[config.mk]
export PLATFORM = sky130hd
export DESIGN_NAME = hmmm_loader_flat
export DESIGN_NICKNAME = d
export VERILOG_FILES = /design/src/rtl/hmmm_loader_if.sv /design/src/rtl/hmmm_loader.sv /design/src/flat_wrapper.sv
export SDC_FILE = /design/constraint.sdc
export NUM_CORES = 1
export LEC_CHECK = 0
export ABC_AREA = 1
export BUFFER_PORTS_ARGS = -buffer_cell sky130_fd_sc_hd__buf_4
export CAP_MARGIN = 20
export CELL_PAD_IN_SITES_DETAIL_PLACEMENT = 1
export CELL_PAD_IN_SITES_GLOBAL_PLACEMENT = 2
export CORE_MARGIN = 5
export CORE_UTILIZATION = 33
export DETAILED_ROUTE_END_ITERATION = 7
export GPL_ROUTABILITY_DRIVEN = 0
export HOLD_SLACK_MARGIN = 0.12
export PLACE_DENSITY_LB_ADDON = 0.2
export SLEW_MARGIN = 5
export SYNTH_ARGS = -nofsm -noshare
export SYNTH_HDL_FRONTEND = slang
export SYNTH_SLANG_ARGS = --single-unit
export TNS_END_PERCENT = 5
[constraint.sdc]
create_clock -name clk -period 1.77 [get_ports clk]
set_clock_uncertainty 0.15 [all_clocks]
set_input_delay 0.354 -clock clk [delete_from_list [all_inputs] [get_ports clk]]
set_output_delay 0.354 -clock clk [all_outputs]
set_load 0.01 [all_outputs]
[src/rtl/hmmm_loader_if.sv]
// Bundles the loader's serial input pins and its program-load/status outputs.
// master drives the serial frame (host side); slave is the loader itself.
interface hmmm_loader_if #(
    parameter int ADDR_W = 8,
    parameter int DATA_W = 16
);
    logic              ser_cs_n;
    logic              ser_clk;
    logic              ser_data;
    logic              pgrm_addr;
    logic              pgrm_data;
    logic [DATA_W-1:0] pgrm_bus;
    logic              cpu_rst;
    logic              busy;
    logic              done;
    logic              error;
    logic [ADDR_W:0]   word_count;

    modport master (
        output ser_cs_n, ser_clk, ser_data,
        input  pgrm_addr, pgrm_data, pgrm_bus, cpu_rst, busy, done, error, word_count
    );

    modport slave (
        input  ser_cs_n, ser_clk, ser_data,
        output pgrm_addr, pgrm_data, pgrm_bus, cpu_rst, busy, done, error, word_count
    );
endinterface

[src/rtl/hmmm_loader.sv]
// Serial program loader for the hmmm core: receives {count, words...} MSB-first,
// writes each word to RAM via address/data strobes, then pulses the CPU reset.
module hmmm_loader #(
    parameter int ADDR_W      = 8,
    parameter int DATA_W      = 16,
    parameter int SYNC_STAGES = 2,
    parameter int RST_CYCLES  = 4
) (
    input  logic         clk,
    input  logic         rst,
    hmmm_loader_if.slave bus
);

    localparam int BIT_W = $clog2(DATA_W);
    localparam int RC_W  = $clog2(RST_CYCLES + 1);
    localparam logic [BIT_W-1:0]  BIT_LAST = BIT_W'(DATA_W - 1);
    localparam logic [RC_W-1:0]   RC_LAST  = RC_W'(RST_CYCLES - 1);
    localparam logic [ADDR_W:0]   N_MAX    = {1'b1, {ADDR_W{1'b0}}};

    typedef enum logic [2:0] {
        IDLE, HDR, DATA, W_ADDR, W_DATA, RST_CPU, DONE, ERR
    } state_t;

    state_t state_q, state_d;

    logic [SYNC_STAGES-1:0] cs_sync_p0;
    logic [SYNC_STAGES-1:0] sclk_sync_p0;
    logic [SYNC_STAGES-1:0] sd_sync_p0;
    logic                   cs_last_p1;
    logic                   sclk_last_p1;

    logic                   cs_s;
    logic                   sclk_s;
    logic                   sd_s;
    logic                   bit_event;
    logic                   cs_fall;

    logic [BIT_W-1:0]       bitcnt_p1;
    logic [DATA_W-1:0]      shreg_p1;
    logic                   word_rdy_p1;

    logic [ADDR_W:0]        hdr_n;
    logic                   hdr_ok;
    logic [ADDR_W:0]        n_q;
    logic [DATA_W-1:0]      word_q;
    logic [ADDR_W-1:0]      addr_q;
    logic [ADDR_W:0]        wcnt_q;
    logic [RC_W-1:0]        rcnt_q;
    logic                   frame_start;

    logic                   pgrm_addr_q;
    logic                   pgrm_data_q;
    logic [DATA_W-1:0]      pgrm_bus_q;
    logic                   cpu_rst_q;
    logic                   busy_q;
    logic                   done_q;
    logic                   error_q;

    // ---- stage 0: input synchronizers and edge history ----
    always_ff @(posedge clk or negedge rst) begin
        if (!rst) begin
            cs_sync_p0   <= '1;
            sclk_sync_p0 <= '0;
            sd_sync_p0   <= '0;
            cs_last_p1   <= 1'b1;
            sclk_last_p1 <= 1'b0;
        end else begin
            cs_sync_p0   <= {cs_sync_p0[SYNC_STAGES-2:0], bus.ser_cs_n};
            sclk_sync_p0 <= {sclk_sync_p0[SYNC_STAGES-2:0], bus.ser_clk};
            sd_sync_p0   <= {sd_sync_p0[SYNC_STAGES-2:0], bus.ser_data};
            cs_last_p1   <= cs_s;
            sclk_last_p1 <= sclk_s;
        end
    end

    assign cs_s      = cs_sync_p0[SYNC_STAGES-1];
    assign sclk_s    = sclk_sync_p0[SYNC_STAGES-1];
    assign sd_s      = sd_sync_p0[SYNC_STAGES-1];
    assign bit_event = sclk_s & ~sclk_last_p1 & ~cs_s;
    assign cs_fall   = cs_last_p1 & ~cs_s;

    // ---- stage 1: bit shifter and word boundary ----
    always_ff @(posedge clk or negedge rst) begin
        if (!rst) begin
            bitcnt_p1   <= '0;
            shreg_p1    <= '0;
            word_rdy_p1 <= 1'b0;
        end else begin
            word_rdy_p1 <= 1'b0;
            if (cs_s) begin
                bitcnt_p1 <= '0;
            end else if (bit_event) begin
                shreg_p1 <= {shreg_p1[DATA_W-2:0], sd_s};
                if (bitcnt_p1 == BIT_LAST) begin
                    bitcnt_p1   <= '0;
                    word_rdy_p1 <= 1'b1;
                end else begin
                    bitcnt_p1 <= bitcnt_p1 + 1'b1;
                end
            end
        end
    end

    // Only the low ADDR_W+1 header bits form the count; anything above is ignored.
    assign hdr_n  = shreg_p1[ADDR_W:0];
    assign hdr_ok = (hdr_n != '0) && (hdr_n <= N_MAX);

    assign frame_start = cs_fall &&
                         ((state_q == IDLE) || (state_q == DONE) || (state_q == ERR));

    // ---- stage 2: load sequencer ----
    always_ff @(posedge clk or negedge rst) begin
        if (!rst) begin
            state_q <= IDLE;
        end else begin
            state_q <= state_d;
        end
    end

    always_comb begin
        state_d = state_q;
        case (state_q)
            IDLE, DONE, ERR: begin
                if (cs_fall) state_d = HDR;
            end
            HDR: begin
                if (word_rdy_p1) state_d = hdr_ok ? DATA : ERR;
                else if (cs_s)   state_d = ERR;
            end
            // A completed word is still written even if cs_n rises in the same cycle;
            // the abort is then taken on the return to DATA.
            DATA: begin
                if (word_rdy_p1) state_d = W_ADDR;
                else if (cs_s)   state_d = ERR;
            end
            W_ADDR: state_d = W_DATA;
            W_DATA: begin
                if ((wcnt_q + 1'b1) == n_q) state_d = RST_CPU;
                else                        state_d = DATA;
            end
            RST_CPU: begin
                if (rcnt_q == RC_LAST) state_d = DONE;
            end
            default: state_d = IDLE;
        endcase
    end

    always_ff @(posedge clk or negedge rst) begin
        if (!rst) begin
            n_q    <= '0;
            word_q <= '0;
            addr_q <= '0;
            wcnt_q <= '0;
            rcnt_q <= '0;
        end else begin
            if (frame_start) begin
                wcnt_q <= '0;
                addr_q <= '0;
            end
            if ((state_q == HDR) && word_rdy_p1) n_q <= hdr_n;
            if ((state_q == DATA) && word_rdy_p1) word_q <= shreg_p1;
            if (state_q == W_DATA) begin
                wcnt_q <= wcnt_q + 1'b1;
                if (state_d == DATA) addr_q <= addr_q + 1'b1;
            end
            rcnt_q <= (state_q == RST_CPU) ? rcnt_q + 1'b1 : '0;
        end
    end

    // ---- stage 3: registered outputs decoded from the next state ----
    always_ff @(posedge clk or negedge rst) begin
        if (!rst) begin
            pgrm_addr_q <= 1'b0;
            pgrm_data_q <= 1'b0;
            pgrm_bus_q  <= '0;
            cpu_rst_q   <= 1'b0;
            busy_q      <= 1'b0;
            done_q      <= 1'b0;
            error_q     <= 1'b0;
        end else begin
            pgrm_addr_q <= (state_d == W_ADDR);
            pgrm_data_q <= (state_d == W_DATA);
            if (state_d == W_ADDR)      pgrm_bus_q <= DATA_W'(addr_q);
            else if (state_d == W_DATA) pgrm_bus_q <= word_q;
            else                        pgrm_bus_q <= '0;
            cpu_rst_q   <= (state_d == RST_CPU);
            busy_q      <= (state_d == HDR) || (state_d == DATA) || (state_d == W_ADDR) ||
                           (state_d == W_DATA) || (state_d == RST_CPU);
            done_q      <= (state_d == DONE);
            error_q     <= (state_d == ERR);
        end
    end

    assign bus.pgrm_addr  = pgrm_addr_q;
    assign bus.pgrm_data  = pgrm_data_q;
    assign bus.pgrm_bus   = pgrm_bus_q;
    assign bus.cpu_rst    = cpu_rst_q;
    assign bus.busy       = busy_q;
    assign bus.done       = done_q;
    assign bus.error      = error_q;
    assign bus.word_count = wcnt_q;

endmodule

[src/flat_wrapper.sv]
// flat-port wrapper written by rule: the top's interface ports become plain ports
module hmmm_loader_flat 
#(
    parameter int ADDR_W      = 8,
    parameter int DATA_W      = 16,
    parameter int SYNC_STAGES = 2,
    parameter int RST_CYCLES  = 4
)
  (clk, rst, bus_ser_cs_n, bus_ser_clk, bus_ser_data, bus_pgrm_addr, bus_pgrm_data, bus_pgrm_bus, bus_cpu_rst, bus_busy, bus_done, bus_error, bus_word_count);
  hmmm_loader_if #(.ADDR_W(ADDR_W), .DATA_W(DATA_W)) bus_i ();
  input  logic clk;
  input  logic rst;
  input wire logic [$bits(bus_i.ser_cs_n)-1:0] bus_ser_cs_n;
  input wire logic [$bits(bus_i.ser_clk)-1:0] bus_ser_clk;
  input wire logic [$bits(bus_i.ser_data)-1:0] bus_ser_data;
  output wire logic [$bits(bus_i.pgrm_addr)-1:0] bus_pgrm_addr;
  output wire logic [$bits(bus_i.pgrm_data)-1:0] bus_pgrm_data;
  output wire logic [$bits(bus_i.pgrm_bus)-1:0] bus_pgrm_bus;
  output wire logic [$bits(bus_i.cpu_rst)-1:0] bus_cpu_rst;
  output wire logic [$bits(bus_i.busy)-1:0] bus_busy;
  output wire logic [$bits(bus_i.done)-1:0] bus_done;
  output wire logic [$bits(bus_i.error)-1:0] bus_error;
  output wire logic [$bits(bus_i.word_count)-1:0] bus_word_count;
  assign bus_i.ser_cs_n = bus_ser_cs_n;
  assign bus_i.ser_clk = bus_ser_clk;
  assign bus_i.ser_data = bus_ser_data;
  assign bus_pgrm_addr = bus_i.pgrm_addr;
  assign bus_pgrm_data = bus_i.pgrm_data;
  assign bus_pgrm_bus = bus_i.pgrm_bus;
  assign bus_cpu_rst = bus_i.cpu_rst;
  assign bus_busy = bus_i.busy;
  assign bus_done = bus_i.done;
  assign bus_error = bus_i.error;
  assign bus_word_count = bus_i.word_count;
  hmmm_loader #(.ADDR_W(ADDR_W), .DATA_W(DATA_W), .SYNC_STAGES(SYNC_STAGES), .RST_CYCLES(RST_CYCLES)) u_core (.clk(clk), .rst(rst), .bus(bus_i));
endmodule
Yosys cells after proc, flatten, opt, wreduce, memory -nomap -nowiden
Index checks and enable logic that the tools add are counted.
{"block": "totals", "elab_cells": 86, "regBits": 99}
{"block": "classes", "n_reduce_logical": 16, "n_addsub": 4, "n_eq_ne": 17, "muxes": 22, "order_cmp": 1, "bitwise": 5}
{"op": "16-bit 2-to-1 mux", "count": 2}
{"op": "3-bit == test (second input constant)", "count": 8}
{"op": "3-bit 2-to-1 mux", "count": 8}
{"op": "8-bit 2-to-1 mux", "count": 3}
{"op": "9-bit 2-to-1 mux", "count": 2}
{"op": "3-bit one-hot mux with 6 select lines", "count": 1}
{"op": "3-bit by 2-bit == test with 1-bit output (second input constant)", "count": 5}
{"op": "4-bit 2-to-1 mux", "count": 3}
{"op": "9-bit by 1-bit adder with 9-bit output (second input constant)", "count": 1}
{"op": "9-bit == test", "count": 1}
{"op": "9-bit <= comparator (second input constant)", "count": 1}
{"op": "9-bit nonzero test", "count": 1}
{"op": "8-bit by 1-bit adder with 8-bit output (second input constant)", "count": 1}
{"op": "3-bit by 1-bit == test with 1-bit output (second input constant)", "count": 2}
{"op": "1-bit logical OR", "count": 6}
{"op": "4-bit by 1-bit adder with 4-bit output (second input constant)", "count": 1}
{"op": "4-bit == test (second input constant)", "count": 1}
{"op": "1-bit logical AND", "count": 4}
{"op": "2-bit nonzero test", "count": 2}
{"op": "3-bit by 1-bit adder with 3-bit output (second input constant)", "count": 1}
{"op": "1-bit bitwise AND", "count": 3}
{"op": "3-bit logical NOT", "count": 1}
{"op": "1-bit 2-to-1 mux", "count": 3}
{"op": "3-bit OR reduction", "count": 1}
{"op": "2 further kinds", "count": 3}

Logic depth before layout (Yosys ltp)
Gate-level depths: netlist of run 1.
{"block": "depth", "ltp_word": 10, "depth_mapped": 14}

Worst setup path after synthesis of run 1
OpenSTA, ideal clock, no wires.
{"block": "synth_timing", "path_kind": "register -> register", "startpoint": "reg u_core.wcnt_q[0] (netlist: u_core.bus.word_count[0])", "endpoint": "reg u_core.busy_q (netlist: u_core.bus.busy)", "setup_slack_ps": -225, "period_less_slack_ps": 1995, "stages_incl_launch_ff": 14, "path_buffers": 0, "t_arrival_ps": 1724, "t_required_ps": 1499, "setup_time_ps": 121, "cell_sequence": "dfrtp_1 ha_1 nand2_1 inv_1 nand3_1 nand2_1 nand2_1 nand2_1 nand2_1 nand4_2 nand2_2 nand3_4 nor2_1 a21oi_2"}
{"block": "synth_via", "elab_chain_len": 9, "word_cells_on_any_way": 13, "classes_between": "add/sub (1); eq/ne (6); mux (2); reduce/logical (4)"}
{"item": "start: declaration", "line": "hmmm_loader.sv:47", "rtl": "logic [ADDR_W:0] wcnt_q;"}
{"item": "start signal: assignment", "line": "hmmm_loader.sv:163", "rtl": "wcnt_q <= wcnt_q + 1'b1;"}
{"item": "9-bit by 1-bit adder with 9-bit output *", "line": "hmmm_loader.sv:138", "rtl": "if ((wcnt_q + 1'b1) == n_q) state_d = RST_CPU;"}
{"item": "9-bit == test *", "line": "hmmm_loader.sv:138"}
{"item": "3-bit 2-to-1 mux *", "line": "hmmm_loader.sv:138"}
{"item": "3-bit one-hot mux with 6 select lines *", "line": "hmmm_loader.sv:122", "rtl": "case (state_q)"}
{"item": "via u_core.state_d[1]", "line": "hmmm_loader.sv:24", "rtl": "state_t state_q, state_d;"}
{"item": "3-bit by 1-bit == test with 1-bit output / 3-bit by 2-bit == test with 1-bit output (equally long branches)", "line": "hmmm_loader.sv:187", "rtl": "busy_q <= (state_d == HDR) || (state_d == DATA) || (state_d == W_ADDR) ||"}
{"item": "1-bit logical OR (3 in a row)", "line": "hmmm_loader.sv:187"}
{"item": "1-bit logical OR *", "line": "hmmm_loader.sv:188", "rtl": "(state_d == W_DATA) || (state_d == RST_CPU);"}
{"item": "end signal: assignment", "line": "hmmm_loader.sv:187"}
{"item": "end: declaration", "line": "hmmm_loader.sv:55", "rtl": "logic busy_q;"}
Mark *: on every way through the listed nets, which the timed path passes. The rest lies on a longest branch.
A chain may end at the register's enable or synchronous reset.

Worst setup path in the final report of run 1
Ends and elaborated chain as after synthesis.

==> results.toml, run 1 <==
[critical_path]
worstSetupEndpointType = "flip-flop"
worstSetupStartpointType = "flip-flop"
required_ps = 1860
path_max_fanout = 4
arrival_ps = 2110
critical_path_class = "flip-flop to flip-flop"

[sta]
setup_viol = 27
finalCritPeriodShare = 1.15
tns_ps = -3400
hold_slack_ps = 208
timing.slew.headroom = 0.626
hold_viol = 0
worst_slack_ps = -257
finalCriticalPeriod_ps = 2030
fmax_mhz = 493
maxSlewViolCount = 0
worstMarginPinSlew_ps = 561
grt_setup_unrepaired = "yes"

[final_layout]
drive_gt1_frac = 0.273
fin_util = 0.448
fin_nets = 572
antennaDiodeCount = 0
fin_area_sq_um = 5630
area_delta_synth_final_pct = 33.8

[power]
switching_share = 0.330
power.density_nw_per_um2 = 1190
p_int_w = 0.00451
sequentialPowerShare = 0.399
clock_power_share = 0.297
power_switching_w = 0.00222
p_comb_frac = 0.304
leakagePower_nw = 2.67
vdd_ir_drop_max_v = 0.000639

[synthesis]
avgSynthCellArea_sq_um = 9.17
synthTopCellsByArea = "dfrtp_1 (57%), nand2_1 (8.9%), o21ai_0 (7.3%)"
netlist.area_leader.share = 0.571
ys_types = 31
synth_edf_count = 0
yosys.cell_count.top_type = "nand2_1"
ys_seq_elements = 99
synthCells = 459
ys_async_sr_fraction = 1.00
synth-seq-area-share = 0.590
synthesis.nets = 469
netlist_area_sq_um = 4210
synth_area_leader_cell = "dfrtp_1"
synth_flop_cell = "dfrtp_1"
netlist_top_cells_count = "nand2_1 (100), dfrtp_1 (96), inv_1 (63), o21ai_0 (61), nand3_1 (40)"
yosysWarnings = 0

[routing]
wirelength_um = 10700
firstDrtPassIters = 4
remaining_drc_errors = 0
drt-initial-drc-count = 127
ant_nets = 0
avgRoutedWirePerCell_um = 14.5
vias = 3424
routed_via_density = 4.63

[floorplanning]
die_area_sq_um = 15100
dieHeight_um = 123
die_x_um = 123
row_count = 41
start_util = 0.335
core_sq_um = 12600
io_pins = 36

[global_routing]
grt-ovfl-total = 0
grt_pass1_wl_um = 17900
track_usage = 0.154
antenna_found_initial = 0
grt_max_degree = 37
grt_pass1_vias = 3654

[worst_hold_path]
hp-class = "flip-flop to flip-flop"

[clock_network]
htreeDepth = 3
clock_latency_ps = 350
cts-root-buf = "clkbuf_16"
cts_made_buffers = 9
cts_tree = "built"
clk_pin_slew_worst_paths_ps = 70
cts.path.max_buffers = 2
clock_sinks = 99

[status]
violations = "setup timing"
status = "finished with violations"

[place]
io_buffers = 35
post_dp_cell_area_sq_um = 5090
dp_hpwl_um = 7800

[run]
max_cap_viol_count = 0
logic make-up (layout without fill, tap and decap cells):
group | count (synthesis) | in the layout | share of synthesized area
compound gates | 79 | 79 | 0.102
xor+xnor | 10 | 10 | 0.0241
fa+ha+maj | 5 | 5 | 0.0149
simple gates | 193 | 193 | 0.204
buf+inv | 73 | 181 | 0.0660
flops | 99 | 99 | 0.590
through the flow:
stage / total power [W] / std cells / worst slack (ps)
floorplan: 0.00364 / 459 / -130
global placement: 0.00446 / 710 / -351
detailed placement: 0.00453 / 710 / -436
CTS: 0.00669 / 734 / -324
global route: 0.00714 / 739 / -400
finish: 0.00672 / 739 / -257
worst max-delay path: stages (launching register included):
cell	delay, ps
dfrtp_2	450
ha_4	200
inv_1	80
nand2_2	60
nand2_1	80
nand2_1	50
nand2_1	70
nand3_2	100
nor2_4	160
nand4_1	110
buf_6	160
nand3_4	90
nand2_2	70
inv_2	50
a21oi_2	30
routing by layer:
| metal | track usage | part of all wire | vias up |
|---|---|---|---|
| met1 | 0.193 | 0.44 | 1684 |
| met5 | 0 | 0 | - |
| met3 | 0.0398 | 0.032 | 13 |
| met4 | 0.0532 | 0.018 | 0 |
| li1 | - | - | 1686 |
| met2 | 0.258 | 0.51 | 41 |
cells in the final DEF, fill, tap and decap left out, types with 9 or more instances in the layout:
cell	instances
dfrtp_1	94
buf_4	91
nand2_1	89
inv_1	58
o21ai_0	58
nand3_1	35
nor2_1	28
nand2_2	13
clkbuf_16	9
sequential cells by signal, indices dropped and copies added, names as in the netlist, 2 cells and up:
signal                 count
u_core.addr_q              8
u_core.bitcnt_p1           4
u_core.bus.pgrm_bus       16
u_core.bus.word_count      9
u_core.cs_sync_p0          2
u_core.n_q                 9
u_core.rcnt_q              3
u_core.sclk_sync_p0        2
u_core.sd_sync_p0          2
u_core.shreg_p1           16
u_core.state_q             3
u_core.word_q             16
power by group through the flow:
stage | Combinational, W | Clock [W] | Sequential [W]
after floorplan | 0.000931 | 0 | 0.00271
after global placement | 0.00176 | 0 | 0.00270
after detailed placement | 0.00181 | 0 | 0.00272
after CTS | 0.00194 | 0.00207 | 0.00268
after global routing | 0.00227 | 0.00216 | 0.00272
final | 0.00204 | 0.00200 | 0.00268
cell type report:
cell class              instances  area [sq um]
well taps                     172           215
flip-flops and latches         99          2480
repair buffers                100           797
clock inverters                 5          63.8
clock buffers                  11           233
fillers                      1450          6940
multi-input cells             287          1600
inverters                      65           244
what timing repair did:
item,CTS,global route
cloned,0,0
pin swaps,8,18
endpoints found under the setup margin,27,48
setup buffers,4,5
hold buffers,4,0
gates resized for setup,10,27
hold endpoints to repair,88,0
worst paths after layout:
check | slack, ps | from | to | cells past startpoint
setup / recovery | -260 | u_core.bus.word_count[0]$_DFFE_PN0P_ | u_core.bus.busy$_DFF_PN0_ | 14
hold / removal | 210 | u_core.sclk_sync_p0[0]$_DFF_PN0_ | u_core.sclk_sync_p0[1]$_DFF_PN0_ | 0
setup reg to reg | -260 | u_core.bus.word_count[0]$_DFFE_PN0P_ | u_core.bus.busy$_DFF_PN0_ | 14
hold reg to reg | 210 | u_core.sclk_sync_p0[0]$_DFF_PN0_ | u_core.sclk_sync_p0[1]$_DFF_PN0_ | 0
max in group asynchronous | 590 | rst | u_core.cs_last_p1$_DFF_PN1_ | 3
min in group asynchronous | 300 | rst | u_core.n_q[6]$_DFFE_PN0P_ | 2
Note: power is estimated with default switching activity, not from simulation.
==> run 2, diff against run 1 <==
--- a/constraint.sdc
+++ b/constraint.sdc
@@ -4,2 +4,2 @@
 set_output_delay 0.354 -clock clk [all_outputs]
-set_load 0.01 [all_outputs]
+set_load 0.1 [all_outputs]
==> results.toml, run 2 (synthesized netlist as in run 1, its figures left out) <==
[status]
status = "finished with violations"
violations = "setup timing"

[floorplanning]
die_x_um = 123
row_count = 41
core_sq_um = 12600
io_pins = 36
die_area_sq_um = 15100
dieHeight_um = 123
start_util = 0.335

[final_layout]
area_delta_synth_final_pct = 34.6
antennaDiodeCount = 0
final_cell_mix = "buf_4 (90), nand2_1 (89), dfrtp_1 (87)"
nFillCells = 1427
layout_commonest_cell = "buf_4"
multiInputGateArea_sq_um = 1610
fin_nets = 570
seqCellArea_sq_um = 2510
fin_util = 0.451
drive_gt1_frac = 0.294

[place]
dp_hpwl_um = 7570
pre_cts_ws_ps = -405
io_buffers = 35

[critical_path]
cp_slowest_cell = "dfrtp_4"
critical_path_class = "flip-flop to flip-flop"
regToRegEndpoint = "u_core.bus.busy$_DFF_PN0_"
r2r_cells = 14
worstSetupStartpointType = "flip-flop"
r2r_start = "u_core.bus.word_count[1]$_DFFE_PN0P_"
path_max_fanout = 7
cp-startpoint = "u_core.bus.word_count[1]$_DFFE_PN0P_"
worstSetupEndpointType = "flip-flop"
critical_path.cell_chain = "ha_4, inv_2, nand2_2, nand2_2, nand2_1, nand2_1, nand3_2, nor2_4, nand4_4, nand2_4, nand3_4, nand2_2, inv_2, a21oi_2"
worstSetupEndpoint = "u_core.bus.busy$_DFF_PN0_"
crit_cells = 14
worst-path-buf-inv = 2
required_ps = 1890
critical_path.top_delay_family = "simple AND/OR/NAND/NOR gates"
crit_top_cell = "nand2_2"
arrival_ps = 2230
reg2reg_slack_ps = -340
slowest_delay_ps = 510

[sta]
finalCritPeriodShare = 1.19
maxSlewViolCount = 0
worst_slack_ps = -344
grt_setup_unrepaired = "yes"
finalCriticalPeriod_ps = 2110
fmax_mhz = 473
timing.slew.headroom = 0.660
worstMarginPinSlew_ps = 505
setup_viol = 16
hold_slack_ps = 198
hold_viol = 0

[clock_network]
cts_tree = "built"
cts-root-buf = "clkbuf_16"
cts_made_buffers = 9
clock_latency_ps = 340
clk_pin_slew_worst_paths_ps = 70
cts.path.max_buffers = 2
htreeDepth = 3
clock_sinks = 99

[routing]
remaining_drc_errors = 0
vias = 3428
firstDrtPassIters = 4
routed_via_density = 4.65
drt-initial-drc-count = 87
ant_nets = 0
avgRoutedWirePerCell_um = 14.5
wirelength_um = 10700

[power]
p_int_w = 0.00468
leakagePower_nw = 2.64
p_comb_frac = 0.367
sequentialPowerShare = 0.365
vdd_ir_drop_max_v = 0.000635
power.density_nw_per_um2 = 1300
clock_power_share = 0.268
power_switching_w = 0.00269
switching_share = 0.365

[global_routing]
antenna_found_initial = 0
grt_max_degree = 39
grt_pass1_vias = 3716
grt_pass1_wl_um = 18000
track_usage = 0.155
grt-ovfl-total = 0

[worst_hold_path]
hp-class = "flip-flop to flip-flop"

[run]
max_cap_viol_count = 0
-- run 2: changes by cell type in the layout (fill, tap and decap cells not counted), sizes merged --
cell and delta:
buf -2, inv -2, clkbuf +1, clkinvlp +1
-- run 2: worst min path at each step --
stage                                   start                                    to  slack [ps]  depth (start not counted)
2_1_floorplan                             rst            u_core.addr_q[0]$_DFF_PN0_         -90                          0
3_3_place_gp                              rst  u_core.bus.word_count[6]$_DFFE_PN0P_         150                          1
3_5_place_dp                              rst  u_core.bus.word_count[6]$_DFFE_PN0P_         150                          1
4_1_cts        u_core.sd_sync_p0[0]$_DFF_PN0_        u_core.sd_sync_p0[1]$_DFF_PN0_         200                          0
5_1_grt        u_core.sd_sync_p0[0]$_DFF_PN0_        u_core.sd_sync_p0[1]$_DFF_PN0_         200                          0
6_report       u_core.sd_sync_p0[0]$_DFF_PN0_        u_core.sd_sync_p0[1]$_DFF_PN0_         200                          0
-- run 2: power by group through the flow --
stage | Clock (W) | Sequential, W | Combinational [W]
finish | 0.00197 | 0.00269 | 0.00270
global route | 0.00215 | 0.00272 | 0.00295
CTS | 0.00206 | 0.00270 | 0.00253
detailed placement | 0 | 0.00274 | 0.00226
global placement | 0 | 0.00272 | 0.00220
floorplan | 0 | 0.00316 | 0.000928
-- run 2: metal layers --
metal  track usage  vias to the layer above  part of all wire  wire, um
met5             0                        -                 0         0
met4        0.0714                        0             0.018       191
met3        0.0261                       13             0.022       230
met2         0.256                       31              0.50      5390
met1         0.200                     1700              0.46      4860
li1              -                     1684                 -         -
-- run 2: what timing repair did --
item                                   4_1_cts  5_1_grt
pin swaps                                   17       15
buffers inserted                            10        4
setup endpoints to repair                   17       49
endpoints found under the hold margin       28        0
hold buffers                                 4        0
resized for setup                           25       13
-- run 2: worst register-to-register path, stage by stage, from the launching register on --
cell and delay, ps:
dfrtp_4 510, ha_4 200, inv_2 60, nand2_2 60, nand2_2 80, nand2_1 70
nand2_1 80, nand3_2 80, nor2_4 120, nand4_4 130, nand2_4 140, nand3_4 120
nand2_2 100, inv_2 40, a21oi_2 100
-- run 2: metrics by stage --
stage | power [W] | TNS [ps] | cell area [sq um] | instances
after floorplan | 0.00409 | -3810 | 4270 | 459
after global placement | 0.00492 | -3740 | 5090 | 703
after CTS | 0.00729 | -3590 | 5590 | 733
after detailed placement | 0.00499 | -4440 | 5090 | 703
final | 0.00737 | -4140 | 5670 | 737
after global routing | 0.00782 | -9870 | 5670 | 737
-- run 2: area by class of cell --
cell class / instances / share of cell area
clock buffers: 12 / 0.0435
clock inverters: 4 / 0.00883
inverters: 65 / 0.0435
multi-input cells: 287 / 0.284
flip-flops and latches: 99 / 0.443
well taps: 172 / 0.0380
repair buffers: 98 / 0.139
